--- src/rtl/xbee_tx_arbiter.sv ---
// rtl/xbee_tx_arbiter.sv - two-requester frame-atomic byte arbiter feeding a busy-flagged serial transmitter
//
// Purpose:
//   Grants one of two byte requesters ownership of the transmitter for a whole
//   frame (round-robin on ties), hands each byte over with a one-cycle ND
//   strobe and waits for the transmitter's BusyFlag to rise and fall before
//   taking the next byte.
//
// Optional feature (macro XBEE_ARB_TIMEOUT_EN):
//   When defined, a per-state cycle counter aborts the frame if a wait state
//   lasts TIMEOUT_CYCLES cycles, pulsing Error. When undefined, no counter is
//   built, Error is tied low and wait states wait indefinitely.
//
// Ports:
//   Clk             in   system clock, rising edge
//   Reset           in   synchronous active-high reset
//   Req0/Req1       in   requester n has a byte pending
//   Din0/Din1 [7:0] in   requester n byte
//   Last0/Last1     in   presented byte ends the frame
//   Ack0/Ack1       out  one-cycle pulse when requester n's byte is taken
//   BusyFlag        in   transmitter busy
//   ND              out  one-cycle new-data strobe to the transmitter
//   Dout [7:0]      out  byte to the transmitter, valid while ND=1
//   Grant [1:0]     out  one-hot frame owner, 00 when idle
//   Error           out  one-cycle pulse on timeout abort

module xbee_tx_arbiter #(
  parameter int TIMEOUT_CYCLES = 50000
) (
  input  logic       Clk,
  input  logic       Reset,
  input  logic       Req0,
  input  logic       Req1,
  input  logic [7:0] Din0,
  input  logic [7:0] Din1,
  input  logic       Last0,
  input  logic       Last1,
  output logic       Ack0,
  output logic       Ack1,
  input  logic       BusyFlag,
  output logic       ND,
  output logic [7:0] Dout,
  output logic [1:0] Grant,
  output logic       Error
);

  typedef enum logic [1:0] {
    S_IDLE      = 2'd0,
    S_LOAD      = 2'd1,
    S_WAIT_BUSY = 2'd2,
    S_WAIT_DONE = 2'd3
  } state_t;

  state_t     r_state;
  state_t     w_state_next;

  logic [1:0] r_grant;
  logic [1:0] w_grant_next;
  logic       r_last_served;   // index of the requester whose frame finished last
  logic       w_last_served_next;
  logic       r_last;          // Last flag of the byte currently in the transmitter
  logic       w_last_next;
  logic [7:0] r_dout;
  logic [7:0] w_dout_next;
  logic       r_nd;
  logic       w_nd_next;
  logic       r_ack0;
  logic       w_ack0_next;
  logic       r_ack1;
  logic       w_ack1_next;

  // Owner's request lines; Grant is one-hot so bit 1 alone selects requester 1.
  logic       w_own_req;
  logic [7:0] w_own_din;
  logic       w_own_last;

  assign w_own_req  = r_grant[1] ? Req1  : Req0;
  assign w_own_din  = r_grant[1] ? Din1  : Din0;
  assign w_own_last = r_grant[1] ? Last1 : Last0;

`ifdef XBEE_ARB_TIMEOUT_EN
  localparam int CW = ($clog2(TIMEOUT_CYCLES) < 1) ? 1 : $clog2(TIMEOUT_CYCLES);

  logic [CW-1:0] r_tmo_cnt;
  logic [CW-1:0] w_tmo_cnt_next;
  logic          r_mid;        // at least one byte of the current frame has been taken
  logic          w_mid_next;
  logic          r_error;
  logic          w_error_next;
  logic          w_counting;
  logic          w_tmo_hit;

  // LOAD only times out once the frame has started; waiting for a first byte is not a stall.
  assign w_counting = (r_state == S_WAIT_BUSY) || (r_state == S_WAIT_DONE) ||
                      ((r_state == S_LOAD) && r_mid);
  assign w_tmo_hit  = w_counting && (r_tmo_cnt == CW'(TIMEOUT_CYCLES - 1));
  assign Error      = r_error;
`else
  assign Error      = 1'b0;
`endif

  always_comb begin
    w_state_next       = r_state;
    w_grant_next       = r_grant;
    w_last_served_next = r_last_served;
    w_last_next        = r_last;
    w_dout_next        = r_dout;
    w_nd_next          = 1'b0;
    w_ack0_next        = 1'b0;
    w_ack1_next        = 1'b0;
`ifdef XBEE_ARB_TIMEOUT_EN
    w_mid_next         = r_mid;
    w_error_next       = 1'b0;
`endif

    case (r_state)
      S_IDLE: begin
        if (Req0 && Req1) begin
          w_grant_next = r_last_served ? 2'b01 : 2'b10;
          w_state_next = S_LOAD;
        end else if (Req0) begin
          w_grant_next = 2'b01;
          w_state_next = S_LOAD;
        end else if (Req1) begin
          w_grant_next = 2'b10;
          w_state_next = S_LOAD;
        end
      end
      S_LOAD: begin
        if (w_own_req) begin
          w_dout_next  = w_own_din;
          w_last_next  = w_own_last;
          w_nd_next    = 1'b1;
          w_ack0_next  = r_grant[0];
          w_ack1_next  = r_grant[1];
          w_state_next = S_WAIT_BUSY;
`ifdef XBEE_ARB_TIMEOUT_EN
          w_mid_next   = 1'b1;
`endif
        end
      end
      S_WAIT_BUSY: begin
        if (BusyFlag) begin
          w_state_next = S_WAIT_DONE;
        end
      end
      S_WAIT_DONE: begin
        if (!BusyFlag) begin
          if (r_last) begin
            w_state_next       = S_IDLE;
            w_grant_next       = 2'b00;
            w_last_served_next = r_grant[1];
`ifdef XBEE_ARB_TIMEOUT_EN
            w_mid_next         = 1'b0;
`endif
          end else begin
            w_state_next = S_LOAD;
          end
        end
      end
      default: begin
        w_state_next = S_IDLE;
        w_grant_next = 2'b00;
      end
    endcase

`ifdef XBEE_ARB_TIMEOUT_EN
    // Abort overrides everything the state logic decided this cycle.
    if (w_tmo_hit) begin
      w_state_next       = S_IDLE;
      w_grant_next       = 2'b00;
      w_nd_next          = 1'b0;
      w_ack0_next        = 1'b0;
      w_ack1_next        = 1'b0;
      w_error_next       = 1'b1;
      w_last_served_next = ~r_last_served;
      w_mid_next         = 1'b0;
    end

    if (w_state_next != r_state) begin
      w_tmo_cnt_next = '0;
    end else if (w_counting) begin
      w_tmo_cnt_next = r_tmo_cnt + 1'b1;
    end else begin
      w_tmo_cnt_next = '0;
    end
`endif
  end

  always_ff @(posedge Clk) begin
    if (Reset) begin
      r_state       <= S_IDLE;
      r_grant       <= 2'b00;
      r_last_served <= 1'b1;
      r_last        <= 1'b0;
      r_dout        <= 8'h00;
      r_nd          <= 1'b0;
      r_ack0        <= 1'b0;
      r_ack1        <= 1'b0;
`ifdef XBEE_ARB_TIMEOUT_EN
      r_tmo_cnt     <= '0;
      r_mid         <= 1'b0;
      r_error       <= 1'b0;
`endif
    end else begin
      r_state       <= w_state_next;
      r_grant       <= w_grant_next;
      r_last_served <= w_last_served_next;
      r_last        <= w_last_next;
      r_dout        <= w_dout_next;
      r_nd          <= w_nd_next;
      r_ack0        <= w_ack0_next;
      r_ack1        <= w_ack1_next;
`ifdef XBEE_ARB_TIMEOUT_EN
      r_tmo_cnt     <= w_tmo_cnt_next;
      r_mid         <= w_mid_next;
      r_error       <= w_error_next;
`endif
    end
  end

  assign ND    = r_nd;
  assign Dout  = r_dout;
  assign Ack0  = r_ack0;
  assign Ack1  = r_ack1;
  assign Grant = r_grant;

endmodule
--- config.mk ---
export PLATFORM = sky130hd
export DESIGN_NAME = xbee_tx_arbiter
export DESIGN_NICKNAME = d
export VERILOG_FILES = /design/src/rtl/xbee_tx_arbiter.sv
export SDC_FILE = /design/constraint.sdc
export NUM_CORES = 1
export LEC_CHECK = 0
export ABC_AREA = 1
export BUFFER_PORTS_ARGS = -buffer_cell sky130_fd_sc_hd__buf_2
export CAP_MARGIN = 20
export CELL_PAD_IN_SITES_DETAIL_PLACEMENT = 1
export CELL_PAD_IN_SITES_GLOBAL_PLACEMENT = 1
export CORE_ASPECT_RATIO = 0.7
export CORE_MARGIN = 2
export CORE_UTILIZATION = 31
export DETAILED_ROUTE_END_ITERATION = 16
export PLACE_DENSITY_LB_ADDON = 0.1
export SYNTH_ARGS = -nofsm -noshare
export SYNTH_HDL_FRONTEND = slang
export SYNTH_SLANG_ARGS = --single-unit
--- constraint.sdc ---
create_clock -name Clk -period 1.8 [get_ports Clk]
set_clock_uncertainty 0.05 [all_clocks]
set_input_delay 0.18 -clock Clk [delete_from_list [all_inputs] [get_ports Clk]]
set_output_delay 0.18 -clock Clk [all_outputs]
set_load 0.05 [all_outputs]
==> metrics.md, run 1 <==
| Metric | Value |
|---|---|
| Post-route antenna net violation count | 0 |
| Power per cell area | 1602 nW/um2 |
| Antenna diodes | 0 |
| DP Wirelength | 1933 um |
| Synth cell types | 20 |
| Die Area | 3356 um2 |
| Initial Util | 0.3233 |
| Sw Ratio | 0.5032 |
| Worst path top cell family by delay | simple AND/OR/NAND/NOR gates |
| Via count of the routed design | 942 |
| Final Max Slew Viols | 0 |
| CP Data Required Time | 1900 ps |
| Leak pwr | 0.6211 nW |
| Worst-path fanout max | 6 |
| GPL Wtd Cong | 0.7420 |
| DIE WIDTH | 68.39 um |
| EDFF count, synth | 0 |
| Area growth syn-to-layout | 26.70% |
| Worst Hold Launch | Reset |
| Post-CTS sizing | 0 |
| Vias per Instance | 4.529 |
| Worst Hold Class | input port to flop |
| Synth cell count leaders | 43 x nand2_1, 28 x nor2_1, 17 x dfxtp_1, 11 x inv_1, 8 x o21ai_0 |
| Seq cells post-synth | 17 |
| Synth warn | 0 |
| CTS Sinks | 17 |
| Startpoint Class | flop |
| Share of cells above drive strength 1 | 0.2674 |
| Worst R2R End | r_state[0]$_SDFFE_PP0P_ |
| Gate power share | 0.537 |
| Clock network power share | 0.158 |
| R2r startpoint | r_state[0]$_SDFFE_PP0P_ |
| Mean Syn Cell Area | 6.567 um2 |
| Hold path depth | 2 |
| Initial DRC Count | 18 |
| GR Overflow Total | 0 |
| Hold_buf cts | 0 |
| Post-synth design cell area | 899.6 um2 |
| CP Cell Sequence | inv_1, ha_1, nand3_1, nand3_1, nor2_2, nand2_1, nand2_1, nor2_1 |
| FF-to-FF setup slack | 270 ps |
| Crit path launch | r_state[0]$_SDFFE_PP0P_ |
| CTS tree | done |
| Vias in the first global route | 899 |
| Pre-CTS WS | 281.0 ps |
| Chip height | 49.07 um |
| Buf/Inv on CP | 1 |
| CTS buffer count | 3 |
| Clock transition at path regs | 70 ps |
| Final Cycle Share | 0.8493 |
| Final hold vios | 0 |
| Clk_lat worst skew | 250 ps |
| Ys async rst share | 0 |
| Final Core Density | 0.4096 |
| Part of the power in registers | 0.305 |
| Minimum clock period | 1529 ps |
| Core Rows | 16 |
| Sequential share of the synthesized area | 0.3783 |
| Final setup viols | 0 |
| I/O Buffers | 35 |
| Leading area contributor after synthesis | dfxtp_1 |
| I/O pin count | 37 |
| Mapped Nets | 165 |
| Status | finished clean |
| CTS root buf | clkbuf_8 |
| Internal | 0.0009074 W |
| Antenna violations before repair | 0 |
| CP peak stage delay | 420 ps |
| Critical path class | flop to flop |
| Final worst-path setup slack | 271.3 ps |
| # H-tree levels | 1 |
| Unrepaired setup endpoints after global routing | no |
| Crit path DAT | 1630 ps |
| Syn Inst Count | 137 |
| Routed length per instance | 11.32 um |
| Setup TNS | 0 ps |
| TritonRoute pass-1 iters | 4 |
| Synth top area share | 0.3783 |
| Dominant cells by area after synthesis | dfxtp_1 38%, nand2_1 18%, nor2_1 12% |
| Core area | 2783 um2 |
| Largest net degree at the start of global routing | 14 |
| Post-CTS setup buffer count | 0 |
| First-pass GRT wire length | 3836 um |
| Net switching power | 0.0009191 W |
| Max-Cap Viols | 0 |
| Hold worst-path end | Grant[0]$_SDFFE_PP0P_ |
| Total GRT Usage | 0.1497 |
| Slowest stage cell, crit path | dfxtp_1 |
| DRT Wirelength | 2354 um |
| Post-route DRC | 0 |
| Top_reg_cell synth | dfxtp_1 |
| Worst R2R Path Depth | 8 |
| Worst ir drop on vdd | 540.8 uV |
| CTS max path bufs | 2 |
| Final nets | 201 |
| Critical path capture point type | flop |
| Top-count cell post-synth | nand2_1 |
| Peak Freq | 654.2 MHz |
==> power groups by stage <==
stage / logic (W) / clock network [W] / registers [W]
global route: 0.00110 / 0.000319 / 0.000580
CTS: 0.000993 / 0.000301 / 0.000560
floorplan: 0.000508 / 0 / 0.000821
global placement: 0.000968 / 0 / 0.000565
detailed placement: 0.000990 / 0 / 0.000569
finish: 0.000981 / 0.000288 / 0.000557
==> through the flow <==
| stage | power (W) | hold slack [ps] | cell area (um2) | instances |
|---|---|---|---|---|
| 3_3_place_gp | 0.001532 | 389.6 | 1094 | 204 |
| 6_report | 0.001827 | 128.8 | 1140 | 208 |
| 2_1_floorplan | 0.001328 | 199.1 | 899.6 | 137 |
| 4_1_cts | 0.001853 | 119.5 | 1140 | 208 |
| 3_5_place_dp | 0.001558 | 390.8 | 1094 | 204 |
| 5_1_grt | 0.002001 | 130.9 | 1140 | 208 |
==> per-layer routing <==
metal,wire (um),global-route usage,up-vias
li1,-,-,489
met1,1156,0.1972,428
met2,1041,0.2404,23
met3,152,0.05081,2
met4,4,0.02000,0
met5,0,0,-
==> sequential cells by signal (all words and copies together) (netlist names) <==
register	cells
r_state	2
Dout	8
r_last	1
Grant	2
Ack1	1
Ack0	1
ND	1
r_last_served	1
==> logic make-up (layout without fill, tap and decap cells) <==
kind of cell / after synthesis / in the layout / synth area share
compound gates: 17 / 17 / 0.09874
flops: 17 / 17 / 0.3783
buf+inv: 18 / 53 / 0.09180
other cells: 1 / 1 / 0.004168
simple gates: 79 / 79 / 0.3574
fa+ha+maj: 5 / 5 / 0.06954
==> area by class of cell <==
class	instances	area [um2]
tap	36	45.04
sequential	17	340.3
multi-input combinational	102	476.7
timing repair buffer	36	182.7
inverter	13	48.80
clock inverter	1	5.005
fill	374	1643
clock buffer	3	41.29
==> cell usage in the layout, fill, tap and decap left out, drive strengths merged <==
| cell | count |
|---|---|
| dfxtp | 17 |
| clkinv | 1 |
| o311ai | 1 |
| conb | 1 |
| inv | 13 |
| nor2 | 29 |
| a21oi | 1 |
| clkbuf | 3 |
| ha | 5 |
| o21ai | 15 |
| nor3b | 1 |
| nor3 | 2 |
| nand3 | 3 |
| nand2 | 44 |
| buf | 36 |
==> worst max path at each step <==
stage                              end  slack [ps]  depth (start not counted)
2_1_floorplan     Dout[0]$_SDFFE_PP0P_         430                          6
3_3_place_gp   r_state[0]$_SDFFE_PP0P_         340                          8
3_5_place_dp   r_state[0]$_SDFFE_PP0P_         280                          8
4_1_cts        r_state[0]$_SDFFE_PP0P_         270                          8
5_1_grt          Grant[1]$_SDFFE_PP0P_         110                          8
6_report       r_state[0]$_SDFFE_PP0P_         270                          8
No activity file was read; power rests on OpenSTA's default activity.
==> inputs of run 2 (changes only) <==
Settings changed: CORE_UTILIZATION 31 to 28.
Clock period 1.8 ns to 1.3 ns, I/O delays scaled along.
==> run 2 against run 1 <==
Global-route usage fell by 0.39 points; critical path depth did not move; worst hold slack got worse by 51 ps; core utilization rose by 0.25 points; die area rose by 10%; cell count rose by 3.4%; clock power rose by 35%; sequential share of layout area fell by 2.6 points; register-to-register slack got worse by 230 ps; cell area rose by 12%; combinational power rose by 69%; fmax rose by 22%.
==> metrics.md, run 2 (synthesis gave the netlist of run 1 again) <==
| Metric | Value |
|---|---|
| Worst Hold Class | input port to flop |
| Worst R2R End | r_state[0]$_SDFFE_PP0P_ |
| Worst path top cell family by delay | simple AND/OR/NAND/NOR gates |
| Post-DP Area | 1135 um2 (+3.8%) |
| Final hold slack | 77.47 ps (-51.32 ps) |
| Antenna diodes | 0 (unchanged) |
| FF-to-FF setup slack | 40 ps (-230 ps) |
| Critical path capture point type | flop |
| Sw Ratio | 0.4945 (-0.008696) |
| Vias in the first global route | 923 (+2.7%) |
| Final nets | 206 (+2.5%) |
| Core Rows | 17 (+1) |
| Slowest stage cell, crit path | dfxtp_4 |
| Commonest non-fill, non-tap cells in the layout | 38 x nand2_1, 34 x buf_2, 25 x nor2_1 |
| Clock transition at path regs | 70 ps (about the same) |
| GPL Wtd Cong | 0.7244 (-2.4%) |
| Net switching power | 0.001412 W (+54%) |
| CP Data Required Time | 1390 ps (-510 ps) |
| Commonest non-fill, non-tap cell in the layout | nand2_1 |
| CP peak stage delay | 400 ps (-20 ps) |
| CP Depth | 8 (unchanged) |
| Area of the multi-input gates | 560.5 um2 (+18%) |
| DIE WIDTH | 71.75 um (+4.9%) |
| DP Wirelength | 1868 um (-3.4%) |
| Clock network power share | 0.137 (-0.021) |
| CTS root buf | clkbuf_8 |
| Gate power share | 0.580 (+0.043) |
| Peak Freq | 794.8 MHz (+22%) |
| Unrepaired setup endpoints after global routing | yes |
| CTS max path bufs | 2 (unchanged) |
| Final setup viols | 0 (unchanged) |
| Share of cells above drive strength 1 | 0.4011 (+0.1337) |
| CTS Sinks | 17 (unchanged) |
| Area growth syn-to-layout | 42.28% |
| Worst-path fanout max | 6 (unchanged) |
| Crit path DAT | 1350 ps (-280 ps) |
| First-pass GRT wire length | 4071 um (+6.1%) |
| Crit path launch | r_state[0]$_SDFFE_PP0P_ |
| R2r startpoint | r_state[0]$_SDFFE_PP0P_ |
| Post-route DRC | 0 (unchanged) |
| CTS buffer count | 3 (unchanged) |
| Hold_buf cts | 0 (unchanged) |
| TritonRoute pass-1 iters | 4 (unchanged) |
| Final Cycle Share | 0.9678 (+0.1185) |
| Final Max Slew Viols | 0 (unchanged) |
| Routed length per instance | 10.96 um (-3.2%) |
| Die Area | 3690 um2 (+10%) |
| Final worst-path setup slack | 41.84 ps (-229.5 ps) |
| Initial DRC Count | 18 (unchanged) |
| Final Cell Area | 1280 um2 (+12%) |
| Largest net degree at the start of global routing | 13 (-1) |
| I/O pin count | 37 (unchanged) |
| Clk_lat worst skew | 250 ps (about the same) |
| Post-route antenna net violation count | 0 (unchanged) |
| CTS tree | done |
| CP dominant cell by count | nand2_2 |
| Max-Cap Viols | 0 (unchanged) |
| CP Cell Sequence | inv_4, ha_4, nand3_4, nand3_2, nor2_4, nand2_2, nand2_2, nor2_2 |
| Core area | 3105 um2 (+12%) |
| Total GRT Usage | 0.1458 (-0.003863) |
| Pre-CTS WS | -184.0 ps (-465.1 ps) |
| GR Overflow Total | 0 (unchanged) |
| Initial Util | 0.2897 (-0.03361) |
| Startpoint Class | flop |
| Worst ir drop on vdd | 636.0 uV (+18%) |
| Internal | 0.001443 W (+59%) |
| DRT Wirelength | 2356 um (about the same) |
| # H-tree levels | 1 (unchanged) |
| I/O Buffers | 35 (unchanged) |
| Power, Total | 0.002855 W (+56%) |
| Power per cell area | 2230 nW/um2 (+39%) |
| Chip height | 51.43 um (+4.8%) |
| Filler cell count | 418 (+12%) |
| Buf/Inv on CP | 1 (unchanged) |
| Antenna violations before repair | 0 (unchanged) |
| Leak pwr | 0.6633 nW (+6.8%) |
| Final Core Density | 0.4122 (+0.002546) |
| Worst R2R Path Depth | 8 (unchanged) |
| Max FFs per register | 8 (unchanged) |
| Area occupied by registers | 349.1 um2 (+2.6%) |
| Vias per Instance | 4.414 (-2.5%) |
| Minimum clock period | 1258 ps (-270.5 ps) |
| Via count of the routed design | 949 (+0.74%) |
| End point of the critical path | r_state[0]$_SDFFE_PP0P_ |
| Part of the power in registers | 0.283 (-0.022) |
| Critical path class | flop to flop |
| Status | finished clean |
| Final hold vios | 0 (unchanged) |
[run 2: worst min path at each step]
stage | cells past startpoint | startpoint | end | slack, ps
after floorplan | 1 | Reset | Grant[1]$_SDFFE_PP0P_ | 140
after CTS | 2 | Reset | Grant[1]$_SDFFE_PP0P_ | 70
after global placement | 2 | Reset | Grant[1]$_SDFFE_PP0P_ | 340
after detailed placement | 2 | Reset | Grant[1]$_SDFFE_PP0P_ | 340
final | 2 | Reset | Grant[1]$_SDFFE_PP0P_ | 80
after global routing | 2 | Reset | Grant[1]$_SDFFE_PP0P_ | 70
[run 2: what timing repair did]
item / 4_1_cts / 5_1_grt
setup buffers: 0 / 0
pin swaps: 5 / 9
cloned: 0 / 0
endpoints found under the setup margin: 12 / 8
gates resized for setup: 16 / 17
[run 2: cell type report]
cell class	instances	share of cell area
inverters	13	0.04203
well taps	38	0.03715
clock inverters	1	0.003910
repair buffers	41	0.1740
flip-flops and latches	17	0.2727
clock buffers	3	0.03226
multi-input cells	102	0.4379
[run 2: metrics by stage]
stage | setup TNS (ps) | std cells
2_1_floorplan | 0 | 137
3_3_place_gp | -313.1 | 211
3_5_place_dp | -700.9 | 211
4_1_cts | 0 | 215
5_1_grt | -139.5 | 215
6_report | 0 | 215
[run 2: worst reg2reg max path, delay by kind of cell (launching register included)]
kind	cells	cell delay, ps
buffers and inverters	1	60
flip-flops	1	400
adder cells (fa/ha/maj)	1	170
AND/OR/NAND/NOR	6	480
[run 2: power groups by stage]
stage / combinational, W / clock [W] / sequential [W]
after floorplan: 0.000703 / 0 / 0.00114
after CTS: 0.00153 / 0.000418 / 0.000799
after detailed placement: 0.00147 / 0 / 0.000780
final: 0.00166 / 0.000390 / 0.000808
after global placement: 0.00144 / 0 / 0.000776
after global routing: 0.00185 / 0.000450 / 0.000833
[run 2: metal layers]
| layer | GRT usage | share of wire | vias up |
|---|---|---|---|
| met3 | 0.05917 | 0.064 | 2 |
| met2 | 0.2423 | 0.46 | 25 |
| met1 | 0.1756 | 0.47 | 420 |
| met5 | 0 | 0 | - |
| met4 | 0.03774 | 0.0030 | 0 |
| li1 | - | - | 502 |
==> inputs of run 3 (changes only) <==
Settings changed: ABC_AREA 1 to default, CORE_UTILIZATION 28 to 31.
==> run 3 against run 2 <==
Critical path depth decreased by 3; synthesized cell count shrank 31%; clock power rose by 1%; die area fell by 6.7%; core utilization up 12 points; count of clock-buffer cells in the layout unchanged; the run now ends with negative setup slack left; sequential cell count unchanged; wire length up 36%; register-to-register slack lost 370 ps.
==> metrics.md, run 3 <==
| Metric | Value |
|---|---|
| Worst-path fanout max | 3 (-3) |
| First-pass GRT wire length | 5326 um (+31%) |
| Synth cell count leaders | 17 x dfxtp_1, 13 x mux2i_1, 10 x a21oi_1, 9 x a211oi_1 |
| Chip height | 49.70 um (-3.4%) |
| Placed cell count | 173 (-18%) |
| Top_reg_cell synth | dfxtp_1 |
| CP peak stage delay | 380 ps (-20 ps) |
| Area growth syn-to-layout | 61.98% |
| GPL Wtd Cong | 0.7726 (+6.7%) |
| Peak Freq | 613.2 MHz (-23%) |
| CTS tree | done |
| Dominant cells by area after synthesis | dfxtp_1 37%, mux2i_1 14%, a211oi_1 7.3% |
| Final setup viols | 14 (+14) |
| Final Max Slew Viols | 0 (unchanged) |
| Top Layer Used | met4 |
| Power per cell area | 2200 nW/um2 (-1.4%) |
| Via count of the routed design | 932 (-1.8%) |
| I/O Buffers | 35 (unchanged) |
| Critical path class | flop to flop |
| Startpoint Class | flop |
| Slowest stage cell, crit path | dfxtp_4 |
| Power, Total | 0.003295 W (+15%) |
| Clock transition at path regs | 60 ps (about the same) |
| Synth cell types | 28 (+40%) |
| Worst Hold Class | input port to flop |
| Status | finished with violations |
| Largest net degree at the start of global routing | 21 (+8) |
| Top-count cell post-synth | dfxtp_1 |
| Routed length on met2 | 1594 um (+47%) |
| Total GRT Usage | 0.1985 (+0.05270) |
| Antenna diodes | 0 (unchanged) |
| Mapped Nets | 122 (-26%) |
| Initial Util | 0.3276 (+0.03789) |
| Final worst-path setup slack | -330.9 ps (-372.7 ps) |
| Synth top area share | 0.3681 (-0.01024) |
| Max-Cap Viols | 0 (unchanged) |
| Final nets | 176 (-15%) |
| Post-DP Area | 1267 um2 (+12%) |
| Routed length per instance | 17.52 um (+60%) |
| CTS Sinks | 17 (unchanged) |
| Die Area | 3443 um2 (-6.7%) |
| Ys async rst share | 0 (unchanged) |
| I/O pin count | 37 (unchanged) |
| Commonest non-fill, non-tap cells in the layout | 34 x buf_2, 18 x buf_4, 14 x dfxtp_1 |
| Worst ir drop on vdd | 854.0 uV (+34%) |
| CP Cell Sequence | inv_4, ha_4, nor3b_4, a2111oi_4, mux2_4 |
| Seq cells post-synth | 17 (unchanged) |
| Antenna violations before repair | 0 (unchanged) |
| GR Overflow Total | 0 (unchanged) |
| Met3 wire len | 134 um (-11%) |
| Share of cells above drive strength 1 | 0.6463 (+0.2451) |
| Final Cycle Share | 1.255 (+0.2867) |
| Post-synth design cell area | 924.6 um2 (+2.8%) |
| Critical path capture point type | flop |
| Vias in the first global route | 1,051 (+14%) |
| CTS max path bufs | 2 (unchanged) |
| Vias per Instance | 5.093 (+15%) |
| Pre-CTS WS | -344.5 ps (-160.5 ps) |
| Initial DRC Count | 29 (+11) |
| Final hold vios | 0 (unchanged) |
| Clk_lat worst skew | 250 ps (about the same) |
| CP Data Required Time | 1390 ps (about the same) |
| CTS root buf | clkbuf_8 |
| Crit path DAT | 1720 ps (+370 ps) |
| CTS buffer count | 3 (unchanged) |
| TritonRoute pass-1 iters | 4 (unchanged) |
| Post-route DRC | 0 (unchanged) |
| DRT Wirelength | 3206 um (+36%) |
| Commonest non-fill, non-tap cell in the layout | buf_2 |
| Fin cells | 183 (-15%) |
| Core area | 2823 um2 (-9.1%) |
| Mean Syn Cell Area | 9.837 um2 (+50%) |
| Unrepaired setup endpoints after global routing | yes |
| EDFF count, synth | 0 (unchanged) |
| Sequential share of the synthesized area | 0.3681 (-0.01024) |
| Violations in the final reports | negative setup slack |
| Leading area contributor after synthesis | dfxtp_1 |
| # H-tree levels | 1 (unchanged) |
| DIE WIDTH | 69.28 um (-3.4%) |
| Leak pwr | 0.6305 nW (-4.9%) |
| Post-route antenna net violation count | 0 (unchanged) |
| M1 wire length | 1429 um (+28%) |
| Syn Inst Count | 94 (-31%) |
| DP Wirelength | 2053 um (+9.9%) |
| Final Cell Area | 1498 um2 (+17%) |
| Core Rows | 16 (-1) |
| Max FFs per register | 8 (unchanged) |
| Synth warn | 0 (unchanged) |
| Minimum clock period | 1631 ps (+372.7 ps) |
-- run 3: changes by cell type after synthesis, moves of 2 or more --
cell      before  now
mux2i_1        0   13
and2_1         0    2
nor2_1        28    4
o21ai_1        7    0
a21oi_1        1   10
nand3_1        3    1
nor3b_1        0    3
inv_2          2    0
clkbuf_1       0    3
o21ai_0        8    0
a211oi_1       0    9
inv_1         11    3
nand2_1       43    2
nand2b_1       0    5
-- run 3: repair_timing --
item                                    CTS  global route
cloned                                    1             0
gates resized for setup                  23             9
endpoints found under the setup margin   14            17
setup buffers                             4             1
hold buffers                              0             0
pin swaps                                 5             2
-- run 3: worst max-delay path, delay by kind of cell (launching register included) --
family                   cells  cell delay [ps]
multiplexers                 1              350
flip-flops                   1              380
AO/OA/AOI/OAI                1              380
buffers and inverters        1               50
adder cells (fa/ha/maj)      1              150
AND/OR/NAND/NOR              1              160
-- run 3: worst paths after layout --
path | from | endpoint | slack [ps] | cells after the start
hold reg to reg | Grant[0]$_SDFFE_PP0P_ | Ack0$_SDFF_PP0_ | 460 | 1
setup reg to reg | r_state[0]$_SDFFE_PP0P_ | r_state[0]$_SDFFE_PP0P_ | -330 | 5
setup / recovery | r_state[0]$_SDFFE_PP0P_ | r_state[0]$_SDFFE_PP0P_ | -330 | 5
hold / removal | Din0[4] | Dout[4]$_SDFFE_PP0P_ | 180 | 3
-- run 3: cell type report --
class                   instances  area [um2]
clock buffers                   3       41.29
clock inverters                 1       5.005
fillers                       319        1325
inverters                       3       16.27
multi-input cells              67       688.2
flip-flops and latches         17       351.6
well taps                      36       45.04
repair buffers                 56       350.3
-- run 3: logic make-up (layout without fill, tap and decap cells) --
family,count (synthesis),after routing,synth area share
compound gates,25,25,0.2016
simple gates,20,21,0.1218
mux,15,15,0.1691
flops,17,17,0.3681
other cells,1,1,0.004056
fa+ha+maj,5,5,0.06766
buf+inv,11,63,0.06766
-- run 3: power by group --
part / switching (W) / leakage [nW] / internal [W]
combinational: 0.00114 / 0.464 / 0.000943
sequential: 0.000132 / 0.141 / 0.000682
clock: 0.000182 / 0.0255 / 0.000213
total: 0.00146 / 0.630 / 0.00184
-- run 3: through the flow --
stage / TNS [ps] / util / hold slack, ps
3_3_place_gp: -1412 / 0.4490 / 431.3
5_1_grt: -2791 / 0.5306 / 200.5
6_report: -2107 / 0.5306 / 184.4
2_1_floorplan: -2056 / - / 233.8
4_1_cts: -1814 / 0.5111 / 171.8
3_5_place_dp: -2011 / 0.4490 / 438.3
-- run 3: routing by layer --
layer,vias up,GRT usage
met5,-,0
met4,0,0.03268
met3,5,0.04703
met2,24,0.3606
met1,456,0.2438
li1,447,-
